## config.mk

```make
export PLATFORM = sky130hd
export DESIGN_NAME = pipeline_stall_ctrl_flat
export DESIGN_NICKNAME = d
export VERILOG_FILES = /design/src/rtl/pipeline_stall_ctrl_pkg.sv /design/src/rtl/pipeline_stall_ctrl_if.sv /design/src/rtl/pipeline_stall_ctrl_perf_counter.sv /design/src/rtl/pipeline_stall_ctrl.sv /design/src/flat_wrapper.sv
export SDC_FILE = /design/constraint.sdc
export NUM_CORES = 1
export LEC_CHECK = 0
export CORE_ASPECT_RATIO = 0.75
export CORE_MARGIN = 10
export CORE_UTILIZATION = 55
export CTS_BUF_LIST = sky130_fd_sc_hd__clkbuf_16
export DETAILED_ROUTE_END_ITERATION = 16
export PLACE_DENSITY = 0.83
export SYNTH_ARGS = -nofsm -noshare
export SYNTH_HDL_FRONTEND = slang
export SYNTH_SLANG_ARGS = --single-unit
```

## constraint.sdc

```tcl
create_clock -name clk -period 4.5 [get_ports clk]
set_input_delay 0.9 -clock clk [delete_from_list [all_inputs] [get_ports clk]]
set_output_delay 0.9 -clock clk [all_outputs]
set_load 0.02 [all_outputs]
```

## src/rtl/pipeline_stall_ctrl_pkg.sv

```systemverilog
// Shared encodings for the pipeline stall/flush scheduler: FSM state codes and
// the per-stage control bundle whose field order the pipeline top relies on.
package pipeline_stall_ctrl_pkg;

  localparam logic [1:0] ST_RUN      = 2'd0;
  localparam logic [1:0] ST_MDU_BUSY = 2'd1;
  localparam logic [1:0] ST_MEM_WAIT = 2'd2;

  typedef struct packed {
    logic pc_write;
    logic if_id_we;
    logic id_ex_we;
    logic ex_mem_we;
    logic mem_wb_we;
    logic if_id_flush;
    logic id_ex_flush;
    logic ex_mem_flush;
  } stage_ctrl_t;

  localparam stage_ctrl_t CTRL_RESET = '{pc_write: 1'b0, if_id_we: 1'b0, id_ex_we: 1'b0,
                                         ex_mem_we: 1'b0, mem_wb_we: 1'b0, if_id_flush: 1'b1,
                                         id_ex_flush: 1'b1, ex_mem_flush: 1'b1};
  localparam stage_ctrl_t CTRL_FREEZE = '{pc_write: 1'b0, if_id_we: 1'b0, id_ex_we: 1'b0,
                                          ex_mem_we: 1'b0, mem_wb_we: 1'b0, if_id_flush: 1'b0,
                                          id_ex_flush: 1'b0, ex_mem_flush: 1'b0};
  // MDU holds EX: younger stages hold, a bubble drains forward into EX/MEM.
  localparam stage_ctrl_t CTRL_MDU = '{pc_write: 1'b0, if_id_we: 1'b0, id_ex_we: 1'b0,
                                       ex_mem_we: 1'b1, mem_wb_we: 1'b1, if_id_flush: 1'b0,
                                       id_ex_flush: 1'b0, ex_mem_flush: 1'b1};
  localparam stage_ctrl_t CTRL_REDIRECT = '{pc_write: 1'b1, if_id_we: 1'b1, id_ex_we: 1'b1,
                                            ex_mem_we: 1'b1, mem_wb_we: 1'b1, if_id_flush: 1'b1,
                                            id_ex_flush: 1'b1, ex_mem_flush: 1'b0};
  localparam stage_ctrl_t CTRL_LOAD_USE = '{pc_write: 1'b0, if_id_we: 1'b0, id_ex_we: 1'b1,
                                            ex_mem_we: 1'b1, mem_wb_we: 1'b1, if_id_flush: 1'b0,
                                            id_ex_flush: 1'b1, ex_mem_flush: 1'b0};
  localparam stage_ctrl_t CTRL_RUN = '{pc_write: 1'b1, if_id_we: 1'b1, id_ex_we: 1'b1,
                                       ex_mem_we: 1'b1, mem_wb_we: 1'b1, if_id_flush: 1'b0,
                                       id_ex_flush: 1'b0, ex_mem_flush: 1'b0};

endpackage

```

## src/rtl/pipeline_stall_ctrl_if.sv

```systemverilog
// Bundle between the pipeline datapath (master) and the stall scheduler (slave).
interface pipeline_stall_ctrl_if #(
  parameter int unsigned CNT_W = 32
);
  logic             load_use;
  logic             redirect;
  logic             mdu_start;
  logic             mem_req;
  logic             mem_ready;
  logic             pc_write;
  logic             if_id_we;
  logic             id_ex_we;
  logic             ex_mem_we;
  logic             mem_wb_we;
  logic             if_id_flush;
  logic             id_ex_flush;
  logic             ex_mem_flush;
  logic             mdu_done;
  logic             mem_timeout;
  logic [CNT_W-1:0] stall_cycles;
  logic [CNT_W-1:0] flush_events;

  modport master (
    output load_use, redirect, mdu_start, mem_req, mem_ready,
    input  pc_write, if_id_we, id_ex_we, ex_mem_we, mem_wb_we,
           if_id_flush, id_ex_flush, ex_mem_flush,
           mdu_done, mem_timeout, stall_cycles, flush_events
  );

  modport slave (
    input  load_use, redirect, mdu_start, mem_req, mem_ready,
    output pc_write, if_id_we, id_ex_we, ex_mem_we, mem_wb_we,
           if_id_flush, id_ex_flush, ex_mem_flush,
           mdu_done, mem_timeout, stall_cycles, flush_events
  );
endinterface

```

## src/rtl/pipeline_stall_ctrl_perf_counter.sv

```systemverilog
// Free-running event counter: synchronous clear, increments on inc, wraps modulo 2^CNT_W.
module pipeline_stall_ctrl_perf_counter #(
  parameter int unsigned CNT_W = 32
) (
  input  logic             clk,
  input  logic             clr_i,
  input  logic             inc_i,
  output logic [CNT_W-1:0] cnt_o
);

  logic [CNT_W-1:0] cnt_q;

  always_ff @(posedge clk) begin
    if (clr_i) begin
      cnt_q <= '0;
    end else if (inc_i) begin
      cnt_q <= cnt_q + CNT_W'(1);
    end
  end

  assign cnt_o = cnt_q;

endmodule

```

## src/rtl/pipeline_stall_ctrl.sv

```systemverilog
// Stall/flush scheduler for the 5-stage pipeline: merges memory wait, MDU busy,
// redirect and load-use into per-stage enables/flushes, plus perf counters.
module pipeline_stall_ctrl
  import pipeline_stall_ctrl_pkg::*;
#(
  parameter int unsigned MDU_LAT     = 34,
  parameter int unsigned MEM_TIMEOUT = 255,
  parameter int unsigned CNT_W       = 32
) (
  input  logic                 clk,
  input  logic                 rst,
  pipeline_stall_ctrl_if.slave bus
);

  localparam int unsigned MDU_CNT_W = (MDU_LAT > 2) ? $clog2(MDU_LAT) : 1;
  localparam int unsigned WAIT_W    = $clog2(MEM_TIMEOUT + 1);

  logic [1:0]           state_q, state_d;
  logic [MDU_CNT_W-1:0] mdu_cnt_q, mdu_cnt_d;
  logic [WAIT_W-1:0]    wait_cnt_q, wait_cnt_d;
  logic                 timeout_q, timeout_d;

  logic                 mem_stall_c;
  logic                 mdu_stall_c;
  logic                 redirect_ok_c;
  logic                 redirect_taken_c;
  logic                 mdu_done_c;
  stage_ctrl_t          ctrl_c;

  always_ff @(posedge clk) begin
    if (rst) begin
      state_q    <= ST_RUN;
      mdu_cnt_q  <= '0;
      wait_cnt_q <= '0;
      timeout_q  <= 1'b0;
    end else begin
      state_q    <= state_d;
      mdu_cnt_q  <= mdu_cnt_d;
      wait_cnt_q <= wait_cnt_d;
      timeout_q  <= timeout_d;
    end
  end

  // An MDU op frozen in EX by a memory wait keeps mdu_start high, so it starts on release.
  always_comb begin
    mem_stall_c   = bus.mem_req & ~bus.mem_ready;
    mdu_stall_c   = (((state_q == ST_RUN) || (state_q == ST_MEM_WAIT)) && bus.mdu_start)
                  || ((state_q == ST_MDU_BUSY) && (mdu_cnt_q != '0));
    redirect_ok_c = bus.redirect && (state_q != ST_MDU_BUSY);
  end

  always_comb begin
    state_d          = state_q;
    mdu_cnt_d        = mdu_cnt_q;
    wait_cnt_d       = '0;
    timeout_d        = timeout_q;
    ctrl_c           = CTRL_RUN;
    mdu_done_c       = 1'b0;
    redirect_taken_c = 1'b0;

    if (mem_stall_c) begin
      ctrl_c     = CTRL_FREEZE;
      wait_cnt_d = (wait_cnt_q == WAIT_W'(MEM_TIMEOUT)) ? wait_cnt_q
                                                        : wait_cnt_q + WAIT_W'(1);
      if (wait_cnt_d == WAIT_W'(MEM_TIMEOUT)) begin
        timeout_d = 1'b1;
      end
      if (state_q == ST_RUN) begin
        state_d = ST_MEM_WAIT;
      end
    end else if (mdu_stall_c) begin
      ctrl_c = CTRL_MDU;
      if (state_q == ST_MDU_BUSY) begin
        mdu_cnt_d = mdu_cnt_q - MDU_CNT_W'(1);
      end else begin
        state_d   = ST_MDU_BUSY;
        mdu_cnt_d = MDU_CNT_W'(MDU_LAT - 2);
      end
    end else begin
      if (state_q == ST_MDU_BUSY) begin
        mdu_done_c = 1'b1;
      end
      state_d = ST_RUN;
      if (redirect_ok_c) begin
        ctrl_c           = CTRL_REDIRECT;
        redirect_taken_c = 1'b1;
      end else if (bus.load_use) begin
        ctrl_c = CTRL_LOAD_USE;
      end
    end

    if (rst) begin
      ctrl_c           = CTRL_RESET;
      mdu_done_c       = 1'b0;
      redirect_taken_c = 1'b0;
    end
  end

  assign bus.pc_write     = ctrl_c.pc_write;
  assign bus.if_id_we     = ctrl_c.if_id_we;
  assign bus.id_ex_we     = ctrl_c.id_ex_we;
  assign bus.ex_mem_we    = ctrl_c.ex_mem_we;
  assign bus.mem_wb_we    = ctrl_c.mem_wb_we;
  assign bus.if_id_flush  = ctrl_c.if_id_flush;
  assign bus.id_ex_flush  = ctrl_c.id_ex_flush;
  assign bus.ex_mem_flush = ctrl_c.ex_mem_flush;
  assign bus.mdu_done     = mdu_done_c;
  assign bus.mem_timeout  = timeout_q;

  pipeline_stall_ctrl_perf_counter #(.CNT_W(CNT_W)) u_stall_cnt (
    .clk   (clk),
    .clr_i (rst),
    .inc_i (~ctrl_c.pc_write),
    .cnt_o (bus.stall_cycles)
  );

  pipeline_stall_ctrl_perf_counter #(.CNT_W(CNT_W)) u_flush_cnt (
    .clk   (clk),
    .clr_i (rst),
    .inc_i (redirect_taken_c),
    .cnt_o (bus.flush_events)
  );

endmodule

```

## src/flat_wrapper.sv

```systemverilog
// flat-port wrapper written by rule: the top's interface ports become plain ports
module pipeline_stall_ctrl_flat import pipeline_stall_ctrl_pkg::*;
#(
  parameter int unsigned MDU_LAT     = 34,
  parameter int unsigned MEM_TIMEOUT = 255,
  parameter int unsigned CNT_W       = 32
)
  (clk, rst, bus_load_use, bus_redirect, bus_mdu_start, bus_mem_req, bus_mem_ready, bus_pc_write, bus_if_id_we, bus_id_ex_we, bus_ex_mem_we, bus_mem_wb_we, bus_if_id_flush, bus_id_ex_flush, bus_ex_mem_flush, bus_mdu_done, bus_mem_timeout, bus_stall_cycles, bus_flush_events);
  pipeline_stall_ctrl_if #(.CNT_W(CNT_W)) bus_i ();
  input  logic clk;
  input  logic rst;
  input wire logic [$bits(bus_i.load_use)-1:0] bus_load_use;
  input wire logic [$bits(bus_i.redirect)-1:0] bus_redirect;
  input wire logic [$bits(bus_i.mdu_start)-1:0] bus_mdu_start;
  input wire logic [$bits(bus_i.mem_req)-1:0] bus_mem_req;
  input wire logic [$bits(bus_i.mem_ready)-1:0] bus_mem_ready;
  output wire logic [$bits(bus_i.pc_write)-1:0] bus_pc_write;
  output wire logic [$bits(bus_i.if_id_we)-1:0] bus_if_id_we;
  output wire logic [$bits(bus_i.id_ex_we)-1:0] bus_id_ex_we;
  output wire logic [$bits(bus_i.ex_mem_we)-1:0] bus_ex_mem_we;
  output wire logic [$bits(bus_i.mem_wb_we)-1:0] bus_mem_wb_we;
  output wire logic [$bits(bus_i.if_id_flush)-1:0] bus_if_id_flush;
  output wire logic [$bits(bus_i.id_ex_flush)-1:0] bus_id_ex_flush;
  output wire logic [$bits(bus_i.ex_mem_flush)-1:0] bus_ex_mem_flush;
  output wire logic [$bits(bus_i.mdu_done)-1:0] bus_mdu_done;
  output wire logic [$bits(bus_i.mem_timeout)-1:0] bus_mem_timeout;
  output wire logic [$bits(bus_i.stall_cycles)-1:0] bus_stall_cycles;
  output wire logic [$bits(bus_i.flush_events)-1:0] bus_flush_events;
  assign bus_i.load_use = bus_load_use;
  assign bus_i.redirect = bus_redirect;
  assign bus_i.mdu_start = bus_mdu_start;
  assign bus_i.mem_req = bus_mem_req;
  assign bus_i.mem_ready = bus_mem_ready;
  assign bus_pc_write = bus_i.pc_write;
  assign bus_if_id_we = bus_i.if_id_we;
  assign bus_id_ex_we = bus_i.id_ex_we;
  assign bus_ex_mem_we = bus_i.ex_mem_we;
  assign bus_mem_wb_we = bus_i.mem_wb_we;
  assign bus_if_id_flush = bus_i.if_id_flush;
  assign bus_id_ex_flush = bus_i.id_ex_flush;
  assign bus_ex_mem_flush = bus_i.ex_mem_flush;
  assign bus_mdu_done = bus_i.mdu_done;
  assign bus_mem_timeout = bus_i.mem_timeout;
  assign bus_stall_cycles = bus_i.stall_cycles;
  assign bus_flush_events = bus_i.flush_events;
  pipeline_stall_ctrl #(.MDU_LAT(MDU_LAT), .MEM_TIMEOUT(MEM_TIMEOUT), .CNT_W(CNT_W)) u_core (.clk(clk), .rst(rst), .bus(bus_i));
endmodule
```

## Word-level counts from Yosys, hierarchy flattened

Index checks and enable logic that the tools add are counted.

- Input bits: 7
- Logic and storage cells: 50
- Register bits after elaboration: 81
- Memories: 0
- Memory bits (read-only): 0
- Output and inout bits: 74
- Latch bits: 0
- Memory bits (writable): 0

- Mux-type cells: 19
- Magnitude comparators: 0
- Eq/ne operators: 7
- Add/subtract/negate cells: 4
- Bitwise gates (word level): 3
- Reduce and logical (&&, ||, !) cells: 11
- Shift-type cells: 0
- Multipliers: 0
- Div/mod/pow operators: 0

Operators by type and width:

| operator | number |
|---|---|
| 32-bit by 1-bit adder with 32-bit output, second input constant | 2 |
| 8-bit two-way mux | 6 |
| 8-bit equality test, second input constant | 2 |
| 8-bit by 1-bit adder with 8-bit output, second input constant | 1 |
| 1-bit two-way mux | 8 |
| 2-bit two-way mux | 4 |
| 6-bit two-way mux | 1 |
| 2-bit AND reduction | 3 |
| 6-bit nonzero test | 1 |
| 6-bit by 1-bit subtractor with 6-bit output, second input constant | 1 |
| 1-bit logical AND | 3 |
| 3-bit by 2-bit != test with 1-bit output, second input constant | 1 |
| 2-bit by 1-bit equality test with 1-bit output, second input constant | 1 |
| 2-bit equality test, second input constant | 1 |
| 2-bit zero test | 1 |
| 1-bit logical OR | 2 |
| 2-bit by 1-bit != test with 1-bit output, second input constant | 1 |
| 2-bit != test, second input constant | 1 |
| 1-bit inverter | 2 |
| 2-bit OR reduction | 1 |
| 1-bit bitwise AND | 1 |

## Depth between registers and ports, before layout

Gate-level depths: netlist (run 1).

- Depth in word-level cells: 7
- Gate-level depth with buffers: 7
- Mapped depth without buffers: 6

## Modules after synthesis

From an unflattened synthesis (run 1), not the netlist that was laid out.

- Cells, all modules: 479
- Area, all modules: 4088.9 um2

By module, submodules not included:

| module | area an instance (um2) | cells an instance | instances | sequential area each (um2) |
|---|---|---|---|---|
| pipeline_stall_ctrl_perf_counter | 1564.0 | 181 | 2 | 640.6 |
| pipeline_stall_ctrl | 960.9 | 117 | 1 | 340.3 |

## Least setup slack after synthesis (run 1)

Ideal clock, no wire load.

- Path type: input port to output port
- Start: input bus_mem_req
- End: output bus_pc_write
- Buffers on the path: 3
- Slack: 965 ps
- Data required time: 3600 ps
- Stages on the path: 6
- Arrival time: 2635 ps
- Cell sequence: nor2b_1 -> buf_2 -> or3_1 -> clkbuf_1 -> nor3_1 -> buf_4

- Cells in the longest elaborated chain, start to end: 3

Ends and longest elaborated chain:

| element | RTL line | text |
|---|---|---|
| start: declaration | flat_wrapper.sv:15 | `input wire logic [$bits(bus_i.mem_req)-1:0] bus_mem_req;` |
| 1-bit bitwise AND | pipeline_stall_ctrl.sv:46 | `mem_stall_c = bus.mem_req & ~bus.mem_ready;` |
| 8-bit two-way mux | pipeline_stall_ctrl.sv:61 | `if (mem_stall_c) begin` |
| 8-bit two-way mux | pipeline_stall_ctrl.sv:92 | `if (rst) begin` |
| end: declaration | flat_wrapper.sv:17 | `output wire logic [$bits(bus_i.pc_write)-1:0] bus_pc_write;` |

Every way passes these cells.

## Final worst setup path (run 1)

- Start: input bus_mem_req
- End: output bus_if_id_we

- Cells in the longest elaborated chain, start to end: 3

Ends and longest elaborated chain:

| element | RTL line | text |
|---|---|---|
| 1-bit bitwise AND | pipeline_stall_ctrl.sv:46 |  |
| 8-bit two-way mux | pipeline_stall_ctrl.sv:61 |  |
| 8-bit two-way mux | pipeline_stall_ctrl.sv:92 |  |
| end: declaration | flat_wrapper.sv:18 | `output wire logic [$bits(bus_i.if_id_we)-1:0] bus_if_id_we;` |

Every way passes these cells.

==> results.cfg, run 1 <==
[grt]
top_usage_layer = met2
met3_usage_pct = 6.49
grt_max_degree = 53
grt_pass1_vias = 3707
grt_usage_pct = 19.1
antenna_found_initial = 0
met2_usage_pct = 30.9
grt_use_met1_pct = 23.4
grt-ovfl-total = 0
grt_first_pass_wirelength_mm = 17.7

[synth]
synthTopCellsByArea = dfxtp_1 41%, a21oi_1 6.4%, or3_1 5.2%
synth_ff_type = dfxtp_1
yosysMostFrequentCell = dfxtp_1
netlist_instances = 489
ys_seq_area_share_pct = 40.9
synth.avg_cell_area_um2 = 8.10
ys_ff_latch = 81
synth_area_um2 = 3960
synth_commonest_cells = 81 x dfxtp_1, 51 x a21oi_1, 44 x nor2_1
async_reset_ff_share_pct = 0
ys_types = 48
synth_edf_count = 0
syn_nets = 501
synth_top_cell_by_area = dfxtp_1
yosys_warnings = 0
yosysTopAreaCellShare_pct = 40.9

[power_and_ir_drop]
p_comb_share_pct = 9.7
p_switching_uw = 398
p_per_area_nw_per_um2 = 316
leakage_uw = 0.00158
irDropWorstVdd_mv = 0.240
p_int_uw = 1220
clock_power_share_pct = 44.0
p_seq_share_pct = 46.3
swShare_pct = 24.7

[floorplan]
dieArea_um2 = 11000
die_h_um = 93.5
io_pins = 81
die_w_um = 118
core_um2 = 6900
start_util_pct = 57.4
num_rows = 26

[clock_network]
cts_buffers = 9
cts-root-buf = clkbuf_16
tritoncts = built
clkTransAtPathRegs_ns = 0.06
cts_resized = 0
cts.sinks = 81
htreeDepth = 3
cts_hold_buf = 0
clk_path_buf_depth = 2
clkLatencyLatePin_ns = 0.33
post_cts_buffers = 0

[placement]
place_area_um2 = 4820
place.port_buffers = 80
gp_congestion = 0.853
dp_hpwl_mm = 7.68

[worst_setup_path]
worstPathMaxFanout = 8
required_ns = 3.60
crit_type = input port to primary output
crit_arrival_ns = 3.05
cp-start-kind = input port
end_kind = primary output

[cells_and_area]
nNetsFinal = 576
antenna_cells = 0
final_layout_size_suffix_gt1_share_pct = 4.92
syn2layout_area_growth_pct = 28.9
regArea_um2 = 1620
fin_area_um2 = 5100
n_fill_cell = 534
multi_input_area_um2 = 2170

[sta]
worst_pin_slew_ns = 0.851
slew_headroom_pct = 43.0
finalMaxSlewViolations = 0
holdWs_ns = 0.486
min_period_ns = 3.95
fin_crit_sh_pct = 87.8
fin_skew_ns = 0.00603
hold_viol = 0
setup_violations = 0
setup_tns_ns = 0
fmax_mhz = 253
rsz0062_at_grt = no

[detailed_routing]
first_pass_iters = 5
drc = 0
wirelength_mm = 10.8
wl_per_cell_um = 16.2
num_vias = 3987
ant_nets = 0
vias_per_cell = 5.98
drt_first_iter_violations = 266

[hold_path]
hold_class = register to register

[status]
status = finished, final reports clean

[flow_run]
cap_violations = 0
-- metrics by stage --
stage / utilization, % / total power, µW / instances / worst slack, ns
after floorplan: - / 862 / 489 / 0.965
after global placement: 69.8 / 912 / 651 / 0.610
after detailed placement: 69.8 / 919 / 651 / 0.585
after CTS: 74.0 / 1620 / 667 / 0.572
after global routing: 74.0 / 1670 / 667 / 0.422
final: 74.0 / 1610 / 667 / 0.550
-- flip-flops by register name (all words and copies together) (netlist names) --
name                      flops
u_core.bus.mem_timeout        1
u_core.u_flush_cnt.cnt_o     32
u_core.mdu_cnt_q              6
u_core.state_q                2
u_core.u_stall_cnt.cnt_o     32
u_core.wait_cnt_q             8
-- cells by family after synthesis --
group                      after synthesis  synth area share (%)
AOI/OAI and AO/OA                      128                  19.3
xor gates and xnor gates                20                  4.42
adders and majority gates                5                  1.58
buffers and inverters                   40                  4.23
DFF                                     81                  40.9
muxes                                    4                  1.11
and+or+nand+nor                        211                  28.5
-- cells in the final DEF (no fill, tap or decap), types with 3 or more instances in the layout --
master            n
nand3_1          26
a311o_1           3
o21ai_0          33
ha_1              5
or4_1            17
buf_4             4
o211ai_1          3
a31oi_1           6
nand2_1          36
dfxtp_1          81
a21oi_1          51
nand2b_1          3
nor2_1           44
xnor2_1           9
nor3_1            8
inv_1            21
or3_1            33
nand4_1          19
and4_1            4
o31ai_1          18
and3_1            4
nor2b_1           4
xor2_1           11
clkdlybuf4s50_1  79
clkbuf_16         9
nor4_1            5
mux2_2            3
-- critical path, cell delays in order --
cell             delay, ns
clkdlybuf4s50_1       0.47
nor2b_1               0.50
or3_1                 0.37
nor3_1                0.08
buf_4                 0.19
clkdlybuf4s50_1       0.54
-- final timing paths --
path                                     start                            to  slack (ns)  cells past startpoint
setup / recovery                   bus_mem_req                  bus_if_id_we        0.55                      6
hold reg to reg   u_core.u_flush_cnt.cnt_o[31]  u_core.u_flush_cnt.cnt_o[31]        0.49                      2
hold / removal    u_core.u_flush_cnt.cnt_o[31]  u_core.u_flush_cnt.cnt_o[31]        0.49                      2
setup reg to reg             u_core.state_q[0]  u_core.u_flush_cnt.cnt_o[30]        2.01                      5
-- per-layer routing --
layer | vias up | wire length, µm
li1 | 1968 | -
met1 | 1885 | 4870
met2 | 121 | 5050
met3 | 13 | 775
met4 | 0 | 100
met5 | - | 0
-- cell type report --
cell class              count  area share, %
repair buffers             84           16.2
flip-flops and latches     81           31.8
multi-input cells         368           42.5
clock inverters             7           1.23
inverters                  20           1.47
well taps                  98           2.40
clock buffers               9           4.41
-- power groups by stage --
stage               logic, µW  registers (µW)  clock network [µW]
global placement          149             763                   0
detailed placement        156             763                   0
global route              172             749                 746
CTS                       157             747                 717
finish                    157             747                 710
floorplan                96.4             766                   0
(Power assumes the default switching activity.)
==> run 2, diff against run 1 <==
--- a/config.mk
+++ b/config.mk
@@ -10,6 +10,7 @@
 export CORE_UTILIZATION = 55
 export CTS_BUF_LIST = sky130_fd_sc_hd__clkbuf_16
 export DETAILED_ROUTE_END_ITERATION = 16
+export MAX_ROUTING_LAYER = met4
 export PLACE_DENSITY = 0.83
 export SYNTH_ARGS = -nofsm -noshare
 export SYNTH_HDL_FRONTEND = slang
==> constraint.sdc (replaced) <==
create_clock -name clk -period 4.75 [get_ports clk]
set_input_delay 0.95 -clock clk [delete_from_list [all_inputs] [get_ports clk]]
set_output_delay 0.95 -clock clk [all_outputs]
set_load 0.02 [all_outputs]
==> run 2 against run 1 <==
Compared with the run above: combinational power is 4% lower; clock power is 7.3% lower; non-clock buffer count stayed put; worst setup slack better by 0.12 ns; critical path depth is 1 higher; hold slack worse by 0.0015 ns; via count is 1.5% higher; die area stayed put; wire length is 3.6% higher; clock skew hardly changed; count of clock-buffer cells in the layout stayed put; final cell count is 0.15% lower; critical endpoint unchanged; largest power group unchanged.
==> results.cfg, run 2 (same netlist as run 1, synthesis figures left out) <==
[status]
status = finished, final reports clean

[worst_setup_path]
critPathMaxStageDelay_ns = 0.61
required_ns = 3.80
crit_type = input port to primary output
crit_buf_inv = 4
critical-path-top-delay-family = buffers and inverters
critPathLaunch = bus_mem_req
timing.rr.start = u_core.mdu_cnt_q[0]
end_kind = primary output
worstPathMaxFanout = 8
cp-start-kind = input port
crit_arrival_ns = 3.13
slowest_stage = clkdlybuf4s50_1
path_cells = clkdlybuf4s50_1, nor2b_1, buf_4, or3_1, nor3_1, buf_4, clkdlybuf4s50_1

[cells_and_area]
syn2layout_area_growth_pct = 28.6
final_common_cell = dfxtp_1
antenna_cells = 0
final_cell_mix = 81 x dfxtp_1, 79 x clkdlybuf4s50_1, 51 x a21oi_1
nNetsFinal = 576
final_layout_size_suffix_gt1_share_pct = 4.75

[floorplan]
die_w_um = 118
start_util_pct = 57.4
die_h_um = 93.5
dieArea_um2 = 11000
core_um2 = 6900
io_pins = 81
num_rows = 26

[detailed_routing]
wl_per_cell_um = 16.8
drc = 0
wirelength_mm = 11.2
drt_first_iter_violations = 278
vias_per_cell = 6.08
ant_nets = 0
num_vias = 4046
first_pass_iters = 5

[grt]
grt-ovfl-total = 0
grt_max_degree = 55
grt_first_pass_wirelength_mm = 18.4
antenna_found_initial = 0
grt_pass1_vias = 3813
grt_usage_pct = 20.3

[power_and_ir_drop]
leakage_uw = 0.00158
irDropWorstVdd_mv = 0.154
p_total_uw = 1520
p_switching_uw = 370
p_seq_share_pct = 46.7
p_comb_share_pct = 9.9
clock_power_share_pct = 43.4
p_int_uw = 1150
swShare_pct = 24.4
p_per_area_nw_per_um2 = 298

[clock_network]
clk_path_buf_depth = 2
cts.sinks = 81
cts_resized = 0
cts-root-buf = clkbuf_16
clkLatencyLatePin_ns = 0.33
post_cts_buffers = 0
cts_hold_buf = 0
tritoncts = built
cts_buffers = 9
clkTransAtPathRegs_ns = 0.06
htreeDepth = 3

[flow_run]
cap_violations = 0

[sta]
slew_headroom_pct = 37.0
fmax_mhz = 245
fin_skew_ns = 0.00598
setup_tns_ns = 0
hold_viol = 0
worst_pin_slew_ns = 0.930
rsz0062_at_grt = no
fin_crit_sh_pct = 85.8
min_period_ns = 4.08
finalMaxSlewViolations = 0
setup_violations = 0

[hold_path]
hp-start = u_core.u_flush_cnt.cnt_o[31]
hold_class = register to register

[placement]
place.port_buffers = 80
dp_hpwl_mm = 8.00
gp_congestion = 0.893
run 2: cell count changes in the layout (fill, tap and decap cells not counted), sizes merged:
cell and delta:
clkinvlp -1
run 2: power by group through the flow:
stage	clock, µW	combinational, µW	sequential [µW]
CTS	662	148	708
floorplan	0	91.4	726
global placement	0	142	722
detailed placement	0	144	723
global route	688	163	711
finish	658	150	709
run 2: stage by stage:
step	std cells	setup slack, ns	cell area [µm²]	hold WS (ns)	utilization (%)
final	666	0.673	5090	0.484	73.9
after CTS	666	0.668	5090	0.487	73.9
after global placement	651	0.716	4820	0.461	69.8
after floorplan	489	1.11	3960	0.458	-
after detailed placement	651	0.694	4820	0.479	69.8
after global routing	666	0.565	5090	0.515	73.9
run 2: worst paths after layout:
kind                                                endpoint  slack [ns]  cells after the start
worst max-delay path                            bus_if_id_we        0.67                      7
worst min-delay path            u_core.u_flush_cnt.cnt_o[31]        0.48                      2
worst max register to register  u_core.u_stall_cnt.cnt_o[12]        2.19                      6
worst min register to register  u_core.u_flush_cnt.cnt_o[31]        0.48                      2
run 2: tightest hold or removal path, stage by stage, from the launching register on:
cell     delay [ns]
dfxtp_1        0.31
o31ai_1        0.07
a21oi_1        0.06
run 2: per-layer routing:
layer,vias to the layer above,track usage [%],wire (µm)
li1,1951,-,-
met5,-,-,0
met4,0,6.37,154
met2,145,31.6,5080
met1,1931,25.6,5240
met3,19,5.17,715
run 2: layout make-up:
class	instances	area (µm²)
clock buffers	9	225
clock inverters	6	51.3
fillers	544	1800
inverters	20	75.1
multi-input cells	368	2170
flip-flops and latches	81	1620
well taps	98	123
repair buffers	84	826
